$ cat src/rtl/piso_pkg.sv
// Shared types and sizing helpers for the piso serializer.
// The Parity state is only reachable when PISO_PARITY_EN is defined.
package piso_pkg;

    typedef enum logic [1:0] {
        ST_IDLE   = 2'd0,
        ST_SHIFT  = 2'd1,
        ST_PARITY = 2'd2
    } t_state;

    function automatic int cnt_width(input int bits);
        return (bits > 1) ? $clog2(bits) : 1;
    endfunction

endpackage

$ cat src/rtl/piso_parity_gen.sv
// Even-parity (XOR reduction) of a data word; only built when PISO_PARITY_EN is defined.
`ifdef PISO_PARITY_EN
module parity_gen #(
    parameter int BITS = 8
) (
    input  logic [BITS-1:0] in_data,
    output logic            out_parity
);

    assign out_parity = ^in_data;

endmodule
`endif

$ cat src/rtl/piso.sv
// Parallel-in serial-out shifter with load/shift handshake and a registered done pulse.
// Optional even-parity trailer bit when PISO_PARITY_EN is defined.
module piso
    import piso_pkg::*;
#(
    parameter int BITS        = 8,
    parameter bit SHIFT_RIGHT = 1'b1
) (
    input  logic            in_clk,
    input  logic            in_rst,
    input  logic [BITS-1:0] in_parallel,
    input  logic            in_load,
    input  logic            in_shift_en,
    output logic            out_ready,
    output logic            out_serial,
    output logic            out_bit_valid,
    output logic            out_done
);

    localparam int            CW   = cnt_width(BITS);
    localparam logic [CW-1:0] LAST = CW'(BITS - 1);

    t_state          state_q, state_d;
    logic [BITS-1:0] sreg_q, sreg_d;
    logic [CW-1:0]   cnt_q, cnt_d;
    logic            done_q, done_d;

`ifdef PISO_PARITY_EN
    logic parity_q, parity_d, parity_w;

    parity_gen #(.BITS(BITS)) u_parity_gen (
        .in_data    (in_parallel),
        .out_parity (parity_w)
    );
`endif

    always_ff @(posedge in_clk) begin
        if (in_rst) begin
            state_q  <= ST_IDLE;
            sreg_q   <= '0;
            cnt_q    <= '0;
            done_q   <= 1'b0;
`ifdef PISO_PARITY_EN
            parity_q <= 1'b0;
`endif
        end else begin
            state_q  <= state_d;
            sreg_q   <= sreg_d;
            cnt_q    <= cnt_d;
            done_q   <= done_d;
`ifdef PISO_PARITY_EN
            parity_q <= parity_d;
`endif
        end
    end

    always_comb begin
        state_d  = state_q;
        sreg_d   = sreg_q;
        cnt_d    = cnt_q;
        done_d   = 1'b0;
`ifdef PISO_PARITY_EN
        parity_d = parity_q;
`endif
        case (state_q)
            ST_IDLE: begin
                if (in_load) begin
                    sreg_d   = in_parallel;
                    cnt_d    = '0;
                    state_d  = ST_SHIFT;
`ifdef PISO_PARITY_EN
                    parity_d = parity_w;
`endif
                end
            end
            ST_SHIFT: begin
                if (in_shift_en) begin
                    sreg_d = SHIFT_RIGHT ? (sreg_q >> 1) : (sreg_q << 1);
                    // Counter stops at LAST; the state change ends the word.
                    if (cnt_q == LAST) begin
`ifdef PISO_PARITY_EN
                        state_d = ST_PARITY;
`else
                        state_d = ST_IDLE;
                        done_d  = 1'b1;
`endif
                    end else begin
                        cnt_d = cnt_q + 1'b1;
                    end
                end
            end
`ifdef PISO_PARITY_EN
            ST_PARITY: begin
                if (in_shift_en) begin
                    state_d = ST_IDLE;
                    done_d  = 1'b1;
                end
            end
`endif
            default: state_d = ST_IDLE;
        endcase
    end

    always_comb begin
        out_serial = 1'b0;
        case (state_q)
            ST_SHIFT:  out_serial = SHIFT_RIGHT ? sreg_q[0] : sreg_q[BITS-1];
`ifdef PISO_PARITY_EN
            ST_PARITY: out_serial = parity_q;
`endif
            default:   out_serial = 1'b0;
        endcase
    end

    assign out_ready     = (state_q == ST_IDLE);
    assign out_bit_valid = (state_q != ST_IDLE);
    assign out_done      = done_q;

endmodule

$ cat config.mk
export PLATFORM = sky130hd
export DESIGN_NAME = piso
export DESIGN_NICKNAME = d
export VERILOG_FILES = /design/src/rtl/piso_pkg.sv /design/src/rtl/piso_parity_gen.sv /design/src/rtl/piso.sv
export SDC_FILE = /design/constraint.sdc
export NUM_CORES = 1
export LEC_CHECK = 0
export ABC_AREA = 1
export BUFFER_PORTS_ARGS = -buffer_cell sky130_fd_sc_hd__buf_2
export CELL_PAD_IN_SITES_DETAIL_PLACEMENT = 0
export CELL_PAD_IN_SITES_GLOBAL_PLACEMENT = 1
export CORE_MARGIN = 2
export CORE_UTILIZATION = 32
export CTS_CLUSTER_SIZE = 40
export DETAILED_ROUTE_END_ITERATION = 10
export PLACE_DENSITY = 0.79
export SYNTH_ARGS = -nofsm -noshare
export SYNTH_HDL_FRONTEND = slang
export SYNTH_SLANG_ARGS = --single-unit
$ cat constraint.sdc
create_clock -name in_clk -period 1.15 [get_ports in_clk]
set_clock_uncertainty 0.05 [all_clocks]
set_input_delay 0 -clock in_clk [delete_from_list [all_inputs] [get_ports in_clk]]
set_output_delay 0 -clock in_clk [all_outputs]
set_load 0.05 [all_outputs]
==> results.json, run 1 <==
{
  "syn-cell-area_sq_um": 703,
  "routed-via-count": 707,
  "drc": 0,
  "crit_path_dat_ns": 1.33,
  "crit_fanout": 6,
  "finalWorstSetupSlack_ns": -0.0351,
  "area_growth_pct": 42.7,
  "wire_per_inst_um": 10.3,
  "power.share.clock_pct": 25.7,
  "fin_crit_sh_pct": 103,
  "fmaxAchievable_mhz": 844,
  "timing.critical_path.slowest_stage_cell": "sky130_fd_sc_hd__dfxtp_2",
  "slew-limit-headroom_pct": 77.1,
  "failed_checks": "negative hold slack, negative setup slack",
  "postLayoutCoreUtil_pct": 49.6,
  "cap_viol_max_count": 0,
  "cellInternalPower_mw": 0.753,
  "globalRouteMet3Util_pct": 2.92,
  "cts.path.max_buffers": 2,
  "route.antenna.remaining_nets": 0,
  "crit_family": "flip-flops",
  "cts_tree": "done",
  "die_w_um": 50.9,
  "finalSetupViolCount": 4,
  "worst_setup_hold_path_clk_slew_ns": 0.08,
  "initial_utilization_pct": 34.8,
  "netlist_instances": 105,
  "synth_area_per_cell_sq_um": 6.70,
  "detail_route.vias_per_cell": 4.36,
  "place.port_buffers": 15,
  "yosys_warnings": 0,
  "timing.critical_path.cells": "ha_4 -> ha_4 -> inv_4 -> nand3_4 -> nand2_1 -> nand2_1 -> nor2_1",
  "antenna_found_initial": 0,
  "power_switching_share_pct": 31.3,
  "hold_worst_slack_ns": -0.00108,
  "globalRouteMet2Util_pct": 24.6,
  "synth_cell_types": 20,
  "max_stage_delay_ns": 0.34,
  "rows": 16,
  "share_comb_of_total_power_pct": 26.7,
  "gp_congestion": 0.718,
  "tritoncts_num_sinks": 13,
  "dr.first_iter.drc_count": 7,
  "antenna-diode-count": 0,
  "grt_max_degree": 14,
  "cts-buffers-inserted": 3,
  "sequentialPowerShare_pct": 47.6,
  "final_nets": 150,
  "ys_async_sr_fraction_pct": 0,
  "grt_overflow": 0,
  "outcome": "complete, but fails checks",
  "coreArea_sq_mm": 0.00202,
  "synth_nets": 119,
  "maxSlewViolCount": 0,
  "grt_most_used_layer": "met2",
  "grt_setup_unrepaired": "yes",
  "finalCriticalPeriod_ns": 1.19,
  "post_synth_edffs": 0,
  "detail_route.wirelength_um": 1670,
  "path_class": "reg -> reg",
  "vdd_ir_drop_max_mv": 0.594,
  "worstSetupStartpointType": "flip-flop",
  "grt_util_all_layers_pct": 14.5,
  "netSwitchingPower_mw": 0.343,
  "grt_first_pass_wirelength_um": 2780,
  "layout-drive-gt1-share_pct": 31.1,
  "clk-insertion-delay-late_ns": 0.27,
  "placed_area_sq_um": 846,
  "final_cell_area_sq_mm": 0.00100,
  "top_level_ports": 16,
  "post-layout-total-power_mw": 1.10,
  "cp_data_required_time_ns": 1.30,
  "drt_pass1_iterations": 4,
  "post-dp-hpwl_um": 1150,
  "path_buf_inv": 1,
  "layoutNonFillerInstCount": 162,
  "yosys_most_used_dff": "sky130_fd_sc_hd__dfxtp_1",
  "clk_root_buffer_cell": "sky130_fd_sc_hd__clkbuf_4",
  "seq_area_frac_synth_pct": 37.0,
  "filler_cell_count": 216,
  "hold_violations_final": 1,
  "total_placed_cells_including_tap_cells": 149,
  "worst_hold_path_type": "in -> reg",
  "die_area_sq_mm": 0.00259,
  "ys_ff_latch": 13,
  "max_slew.worst_pin.slew_ns": 0.343,
  "groute.layer.met1.usage_pct": 18.3,
  "power_density_mw_per_mm2": 1090,
  "die_y_um": 50.9,
  "power.leakage_nw": 0.517,
  "cp-end-kind": "flip-flop",
  "first_global_vias": 628,
  "ctsHtreeMaxLevel": 1
}
==> synthesized netlist by cell type, types with 2 or more instances <==
library cell / n / area [sq um]
sky130_fd_sc_hd__a21oi_1: 4 / 20.0
sky130_fd_sc_hd__nand2_1: 36 / 135
sky130_fd_sc_hd__ha_1: 2 / 25.0
sky130_fd_sc_hd__nand3b_1: 7 / 52.6
sky130_fd_sc_hd__dfxtp_1: 13 / 260
sky130_fd_sc_hd__inv_1: 10 / 37.5
sky130_fd_sc_hd__nand3_1: 3 / 15.0
sky130_fd_sc_hd__nor2_1: 18 / 67.6
==> registers in the layout, summed over array words and instances (netlist names) <==
signal / count
out_done: 1
state_q: 1
sreg_q: 8
cnt_q: 3
==> per-layer routing <==
| metal | up-vias | part of all wire, % |
|---|---|---|
| met5 | - | 0 |
| met4 | 0 | 0.78 |
| met2 | 8 | 47 |
| met1 | 313 | 50 |
| met3 | 2 | 2.3 |
| li1 | 384 | - |
==> cell usage in the layout (no fill, tap or decap), drive strengths merged <==
| cell type | instances |
|---|---|
| a21oi | 5 |
| buf | 21 |
| clkbuf | 4 |
| dfxtp | 13 |
| dlygate4sd3 | 8 |
| ha | 2 |
| inv | 12 |
| nand2 | 38 |
| nand3 | 4 |
| nand3b | 7 |
| nor2 | 19 |
| nor3 | 1 |
| o21ai | 1 |
==> through the flow <==
| step | hold slack, ns | setup TNS [ns] | setup WS [ns] |
|---|---|---|---|
| floorplan | 0.0124 | -0.0385 | -0.0159 |
| global placement | 0.140 | -0.0649 | -0.0324 |
| detailed placement | 0.146 | -0.279 | -0.0997 |
| CTS | 0.000820 | -0.139 | -0.0484 |
| global route | 0.0155 | -0.433 | -0.111 |
| finish | -0.00108 | -0.0977 | -0.0351 |
==> final cells by class <==
type | count | area (sq um) | area share, %
multi-input cells | 77 | 424 | 42.3
flip-flops and latches | 13 | 267 | 26.6
repair buffers | 29 | 203 | 20.2
inverters | 12 | 50.0 | 4.99
well taps | 27 | 33.8 | 3.37
clock buffers | 4 | 26.3 | 2.62
==> cell families (layout without fill, tap and decap cells) <==
group,after synthesis,count (layout),synth area share (%)
adder cells (fa/ha/maj),2,2,3.56
flip-flops,13,13,37.0
buffers and inverters,15,45,9.96
AND/OR/NAND/NOR,69,69,44.7
AO/OA/AOI/OAI,6,6,4.80
==> power groups by stage <==
stage               logic (mW)  registers (mW)  clock network [mW]
floorplan                0.183           0.530                   0
global placement         0.258           0.524                   0
detailed placement       0.258           0.526                   0
CTS                      0.291           0.521               0.287
global route             0.332           0.528               0.314
finish                   0.292           0.522               0.282
==> what timing repair did <==
item	4_1_cts	5_1_grt
setup buffers	1	0
hold endpoints to repair	8	0
gates resized for setup	10	2
endpoints found under the setup margin	5	10
hold buffers	8	0
pin swaps	5	0
==> worst register-to-register path, stage by stage, from the launching register on <==
cell                      delay, ns
sky130_fd_sc_hd__dfxtp_2       0.34
sky130_fd_sc_hd__ha_4          0.16
sky130_fd_sc_hd__ha_4          0.16
sky130_fd_sc_hd__inv_4         0.06
sky130_fd_sc_hd__nand3_4       0.10
sky130_fd_sc_hd__nand2_1       0.08
sky130_fd_sc_hd__nand2_1       0.04
sky130_fd_sc_hd__nor2_1        0.11
==> path summary, 6_finish.rpt <==
check,from,end,slack [ns],cells after the start
max,cnt_q[1]$_SDFFE_PP0P_,cnt_q[0]$_SDFFE_PP0P_,-0.04,7
min,in_parallel[1],sreg_q[1]$_SDFFE_PP0P_,-0.001,5
max reg2reg,cnt_q[1]$_SDFFE_PP0P_,cnt_q[0]$_SDFFE_PP0P_,-0.04,7
min reg2reg,sreg_q[7]$_SDFFE_PP0P_,sreg_q[7]$_SDFFE_PP0P_,0.43,2
(Power assumes the default switching activity.)
==> run 2, diff against run 1 <==
==> constraint.sdc (replaced) <==
create_clock -name in_clk -period 1.15 [get_ports in_clk]
set_clock_uncertainty 0.05 [all_clocks]
set_input_delay 0.1725 -clock in_clk [delete_from_list [all_inputs] [get_ports in_clk]]
set_output_delay 0.1725 -clock in_clk [all_outputs]
set_load 0.05 [all_outputs]
==> results.json, run 2 (synthesis results as in run 1) <==
{
  "layout-drive-gt1-share_pct": 35.2,
  "most-common-layout-cells": "sky130_fd_sc_hd__nand2_1 (35), sky130_fd_sc_hd__nor2_1 (18), sky130_fd_sc_hd__buf_2 (12), sky130_fd_sc_hd__dfxtp_1 (10), sky130_fd_sc_hd__inv_1 (8)",
  "fin_crit_sh_pct": 104,
  "finalWorstSetupSlack_ns": -0.0425,
  "most_common_cell_after_layout_fill_and_taps_aside": "sky130_fd_sc_hd__nand2_1",
  "post-dp-hpwl_um": 1030,
  "cts_tree": "done",
  "routed-via-count": 693,
  "post_cts_hold_buffer_count": 0,
  "top_level_ports": 16,
  "fmaxAchievable_mhz": 839,
  "outcome": "complete, but fails checks",
  "post-layout-total-power_mw": 1.10,
  "clk-insertion-delay-late_ns": 0.27,
  "finalSetupViolCount": 6,
  "failed_checks": "negative setup slack",
  "cp_data_required_time_ns": 1.27,
  "cts-buffers-inserted": 3,
  "antenna-diode-count": 0,
  "path_class": "reg -> reg",
  "die_y_um": 50.9,
  "place.port_buffers": 15,
  "top_register": "sreg_q",
  "route.antenna.remaining_nets": 0,
  "cap_viol_max_count": 0,
  "die_w_um": 50.9,
  "cts.path.max_buffers": 2,
  "vdd_ir_drop_max_mv": 0.558,
  "hold_violations_final": 0,
  "grt_util_all_layers_pct": 14.1,
  "cp-end-kind": "flip-flop",
  "initial_utilization_pct": 34.8,
  "maxSlewViolCount": 0,
  "grt_first_pass_wirelength_um": 2700,
  "area_growth_pct": 38.3,
  "first_global_vias": 653,
  "grt_overflow": 0,
  "crit_fanout": 6,
  "slew-limit-headroom_pct": 76.2,
  "leading_registers_by_flop_count": "sreg_q: 8 flops, cnt_q: 3 flops",
  "grt_setup_unrepaired": "yes",
  "ctsHtreeMaxLevel": 1,
  "drt_pass1_iterations": 2,
  "wire_per_inst_um": 10.3,
  "final_cell_area_sq_um": 972,
  "tritoncts_num_sinks": 13,
  "worstSetupStartpointType": "flip-flop",
  "crit_path_dat_ns": 1.31,
  "detail_route.vias_per_cell": 4.47,
  "dr.first_iter.drc_count": 10,
  "clk_root_buffer_cell": "sky130_fd_sc_hd__clkbuf_4",
  "placed_area_sq_um": 850,
  "final_nets": 143,
  "drc": 0,
  "power_density_mw_per_mm2": 1130,
  "power.leakage_nw": 0.503,
  "grt_max_degree": 14,
  "worst_setup_hold_path_clk_slew_ns": 0.08,
  "coreArea_sq_mm": 0.00202,
  "max_slew.worst_pin.slew_ns": 0.356,
  "rows": 16,
  "detail_route.wirelength_um": 1590,
  "antenna_found_initial": 0,
  "worst_hold_path_type": "in -> reg",
  "gp_congestion": 0.811,
  "largest_reg_flops": 8,
  "die_area_sq_mm": 0.00259,
  "finalCriticalPeriod_ns": 1.19
}
-- run 2: layer usage --
metal	GRT usage (%)	wire length, um
met2	23.7	800
met3	3.22	69
met1	16.1	704
met5	0	0
met4	8.56	14
-- run 2: final timing paths --
kind                            slack, ns                     end  cells past startpoint              startpoint
worst max-delay path                -0.04   cnt_q[2]$_SDFFE_PP0P_                      6   cnt_q[1]$_SDFFE_PP0P_
worst min-delay path                 0.03  sreg_q[7]$_SDFFE_PP0P_                      2                  in_rst
worst max register to register      -0.04   cnt_q[2]$_SDFFE_PP0P_                      6   cnt_q[1]$_SDFFE_PP0P_
worst min register to register       0.44  sreg_q[7]$_SDFFE_PP0P_                      2  sreg_q[7]$_SDFFE_PP0P_
-- run 2: through the flow --
| step | std cells | TNS, ns | worst slack, ns | hold WS, ns | util [%] |
|---|---|---|---|---|---|
| after floorplan | 105 | -0.0481 | -0.0159 | 0.185 | - |
| after global placement | 149 | -0.0686 | -0.0349 | 0.314 | 42.0 |
| after detailed placement | 149 | -0.151 | -0.0664 | 0.318 | 42.0 |
| after CTS | 155 | -0.132 | -0.0417 | 0.0187 | 47.2 |
| after global routing | 155 | -0.820 | -0.0782 | 0.0227 | 48.1 |
| final | 155 | -0.134 | -0.0425 | 0.0323 | 48.1 |
-- run 2: worst max-delay path, stage by stage, from the launching register on --
cell and delay (ns):
sky130_fd_sc_hd__dfxtp_2 0.35, sky130_fd_sc_hd__ha_4 0.16, sky130_fd_sc_hd__ha_4 0.16, sky130_fd_sc_hd__inv_4 0.06
sky130_fd_sc_hd__nand3_4 0.11, sky130_fd_sc_hd__a21oi_2 0.15, sky130_fd_sc_hd__nor2_1 0.05
-- run 2: power by group --
group / switching (mW) / internal, mW
registers: 0.0325 / 0.491
logic: 0.170 / 0.130
clock network: 0.145 / 0.134
total: 0.347 / 0.755
-- run 2: final cells by class --
class                           instances  area, sq um
Clock buffer                            4         26.3
Fill cell                             223         1050
Inverter                               12         56.3
Multi-Input combinational cell         77          439
Sequential cell                        13          267
Tap cell                               27         33.8
Timing Repair Buffer                   22          150
-- run 2: repair_timing --
item	4_1_cts	5_1_grt
buffers inserted	2	0
gates resized for setup	16	5
setup endpoints to repair	6	13
endpoints found under the hold margin	0	0
gates cloned	0	0
pin swaps	6	5
==> run 3, diff against run 2 <==
--- a/config.mk
+++ b/config.mk
@@ -13,7 +13,7 @@
 export CORE_UTILIZATION = 32
 export CTS_CLUSTER_SIZE = 40
 export DETAILED_ROUTE_END_ITERATION = 10
-export PLACE_DENSITY = 0.79
+export PLACE_DENSITY = 0.76
 export SYNTH_ARGS = -nofsm -noshare
 export SYNTH_HDL_FRONTEND = slang
 export SYNTH_SLANG_ARGS = --single-unit
==> constraint.sdc (replaced) <==
create_clock -name in_clk -period 1 [get_ports in_clk]
set_clock_uncertainty 0.05 [all_clocks]
set_input_delay 0.15 -clock in_clk [delete_from_list [all_inputs] [get_ports in_clk]]
set_output_delay 0.15 -clock in_clk [all_outputs]
set_load 0.05 [all_outputs]
==> results.json, run 3 (synthesis results as in run 1) <==
{
  "power_density_mw_per_mm2": 1190,
  "cts.path.max_buffers": 2,
  "fmaxAchievable_mhz": 838,
  "clk-insertion-delay-late_ns": 0.27,
  "final_nets": 152,
  "first_global_vias": 691,
  "detail_route.vias_per_cell": 4.47,
  "die_y_um": 50.9,
  "post-dp-hpwl_um": 1140,
  "cellInternalPower_mw": 0.946,
  "path_buf_inv": 3,
  "finalWorstSetupSlack_ns": -0.194,
  "drt_pass1_iterations": 4,
  "maxSlewViolCount": 0,
  "slew-limit-headroom_pct": 85.6,
  "crit_fanout": 2,
  "max_stage_delay_ns": 0.36,
  "filler_cell_count": 175,
  "grt_max_degree": 8,
  "antenna_found_initial": 0,
  "placed_area_sq_um": 932,
  "max_slew.worst_pin.slew_ns": 0.216,
  "power.share.clock_pct": 23.3,
  "grt_first_pass_wirelength_um": 3080,
  "top_level_ports": 16,
  "crit_family": "flip-flops",
  "grt_overflow": 0,
  "drc": 0,
  "crit_path_dat_ns": 1.34,
  "internal_reg_to_reg_setup_slack_ns": -0.19,
  "worst_setup_hold_path_clk_slew_ns": 0.08,
  "leading_registers_by_flop_count": "sreg_q: 8 flops, cnt_q: 3 flops",
  "die_area_sq_mm": 0.00259,
  "worst_hold_path_type": "in -> reg",
  "routed-via-count": 733,
  "path_class": "reg -> reg",
  "share_comb_of_total_power_pct": 33.8,
  "cp_data_required_time_ns": 1.15,
  "largest_reg_flops": 8,
  "vdd_ir_drop_max_mv": 0.890,
  "finalCriticalPeriod_ns": 1.19,
  "outcome": "complete, but fails checks",
  "detail_route.wirelength_um": 1800,
  "power.leakage_nw": 0.584,
  "cp-end-kind": "flip-flop",
  "grt_setup_unrepaired": "yes",
  "total_placed_cells_including_tap_cells": 153,
  "fin_tns_setup_ns": -2.10,
  "cts-buffers-inserted": 3,
  "clk_root_buffer_cell": "sky130_fd_sc_hd__clkbuf_4",
  "cap_viol_max_count": 0,
  "power_switching_share_pct": 32.2,
  "timing.critical_path.cells": "ha_4 -> ha_4 -> inv_4 -> buf_4 -> buf_6 -> nor3_4",
  "pre_cts_slack_ns": -0.172,
  "most-common-layout-cells": "sky130_fd_sc_hd__nand2_1 (32), sky130_fd_sc_hd__nor2_1 (15), sky130_fd_sc_hd__buf_2 (11), sky130_fd_sc_hd__buf_4 (10), sky130_fd_sc_hd__dfxtp_1 (9)",
  "wire_per_inst_um": 11.0,
  "netSwitchingPower_mw": 0.449,
  "critical_path.most_common_cell": "sky130_fd_sc_hd__ha_4",
  "top_register": "sreg_q",
  "layout-drive-gt1-share_pct": 46.0,
  "coreArea_sq_mm": 0.00202,
  "final_cell_area_sq_mm": 0.00117,
  "place.port_buffers": 15,
  "worstSetupStartpointType": "flip-flop",
  "initial_utilization_pct": 34.8,
  "fin_crit_sh_pct": 119,
  "sequentialPowerShare_pct": 43.0,
  "finalSetupViolCount": 16,
  "failed_checks": "negative setup slack",
  "hold_violations_final": 0,
  "area_growth_pct": 67.1,
  "die_w_um": 50.9,
  "cts_tree": "done",
  "ctsHtreeMaxLevel": 1,
  "postLayoutCoreUtil_pct": 58.1,
  "rows": 16,
  "dr.first_iter.drc_count": 8,
  "tritoncts_num_sinks": 13,
  "route.antenna.remaining_nets": 0,
  "timing.critical_path.slowest_stage_cell": "sky130_fd_sc_hd__dfxtp_2",
  "post_cts_hold_buffer_count": 0,
  "gp_congestion": 0.717,
  "layoutNonFillerInstCount": 164,
  "antenna-diode-count": 0,
  "grt_util_all_layers_pct": 16.0,
  "most_common_cell_after_layout_fill_and_taps_aside": "sky130_fd_sc_hd__nand2_1"
}
-- run 3: routing by layer --
metal / track usage, % / part of all wire [%] / vias to the layer above
met3: 4.68 / 4.2 / 2
met2: 27.6 / 49 / 15
met5: 0 / 0 / -
li1: - / - / 391
met1: 19.3 / 46 / 325
met4: 4.05 / 0.72 / 0
-- run 3: path summary, 6_finish.rpt --
kind	start	endpoint	depth (start not counted)
worst max register to register	cnt_q[0]$_SDFFE_PP0P_	out_done$_SDFF_PP0_	6
worst min-delay path	in_rst	sreg_q[7]$_SDFFE_PP0P_	2
worst min register to register	sreg_q[7]$_SDFFE_PP0P_	sreg_q[7]$_SDFFE_PP0P_	2
worst max-delay path	cnt_q[0]$_SDFFE_PP0P_	out_done$_SDFF_PP0_	6
-- run 3: power by group through the flow --
stage / Combinational (mW) / Clock, mW / Sequential (mW)
2_1_floorplan: 0.224 / 0 / 0.618
3_3_place_gp: 0.335 / 0 / 0.612
3_5_place_dp: 0.336 / 0 / 0.613
4_1_cts: 0.439 / 0.337 / 0.597
5_1_grt: 0.520 / 0.354 / 0.607
6_report: 0.471 / 0.324 / 0.600
-- run 3: cell type report --
| cell class | count | area, sq um | area share (%) |
|---|---|---|---|
| timing repair buffer | 30 | 274 | 23.3 |
| tap | 27 | 33.8 | 2.88 |
| clock buffer | 4 | 26.3 | 2.24 |
| sequential | 13 | 268 | 22.8 |
| inverter | 12 | 63.8 | 5.43 |
| multi-input combinational | 78 | 509 | 43.3 |
-- run 3: through the flow --
stage	power, mW	hold slack (ns)
2_1_floorplan	0.842	0.162
3_3_place_gp	0.947	0.300
3_5_place_dp	0.950	0.306
4_1_cts	1.37	0.0160
5_1_grt	1.48	0.0354
6_report	1.39	0.0422
-- run 3: repair_timing --
action,4_1_cts,5_1_grt
buffers inserted,5,1
cloned,1,0
resized for setup,21,17
pin swaps,14,10
setup endpoints to repair,16,17
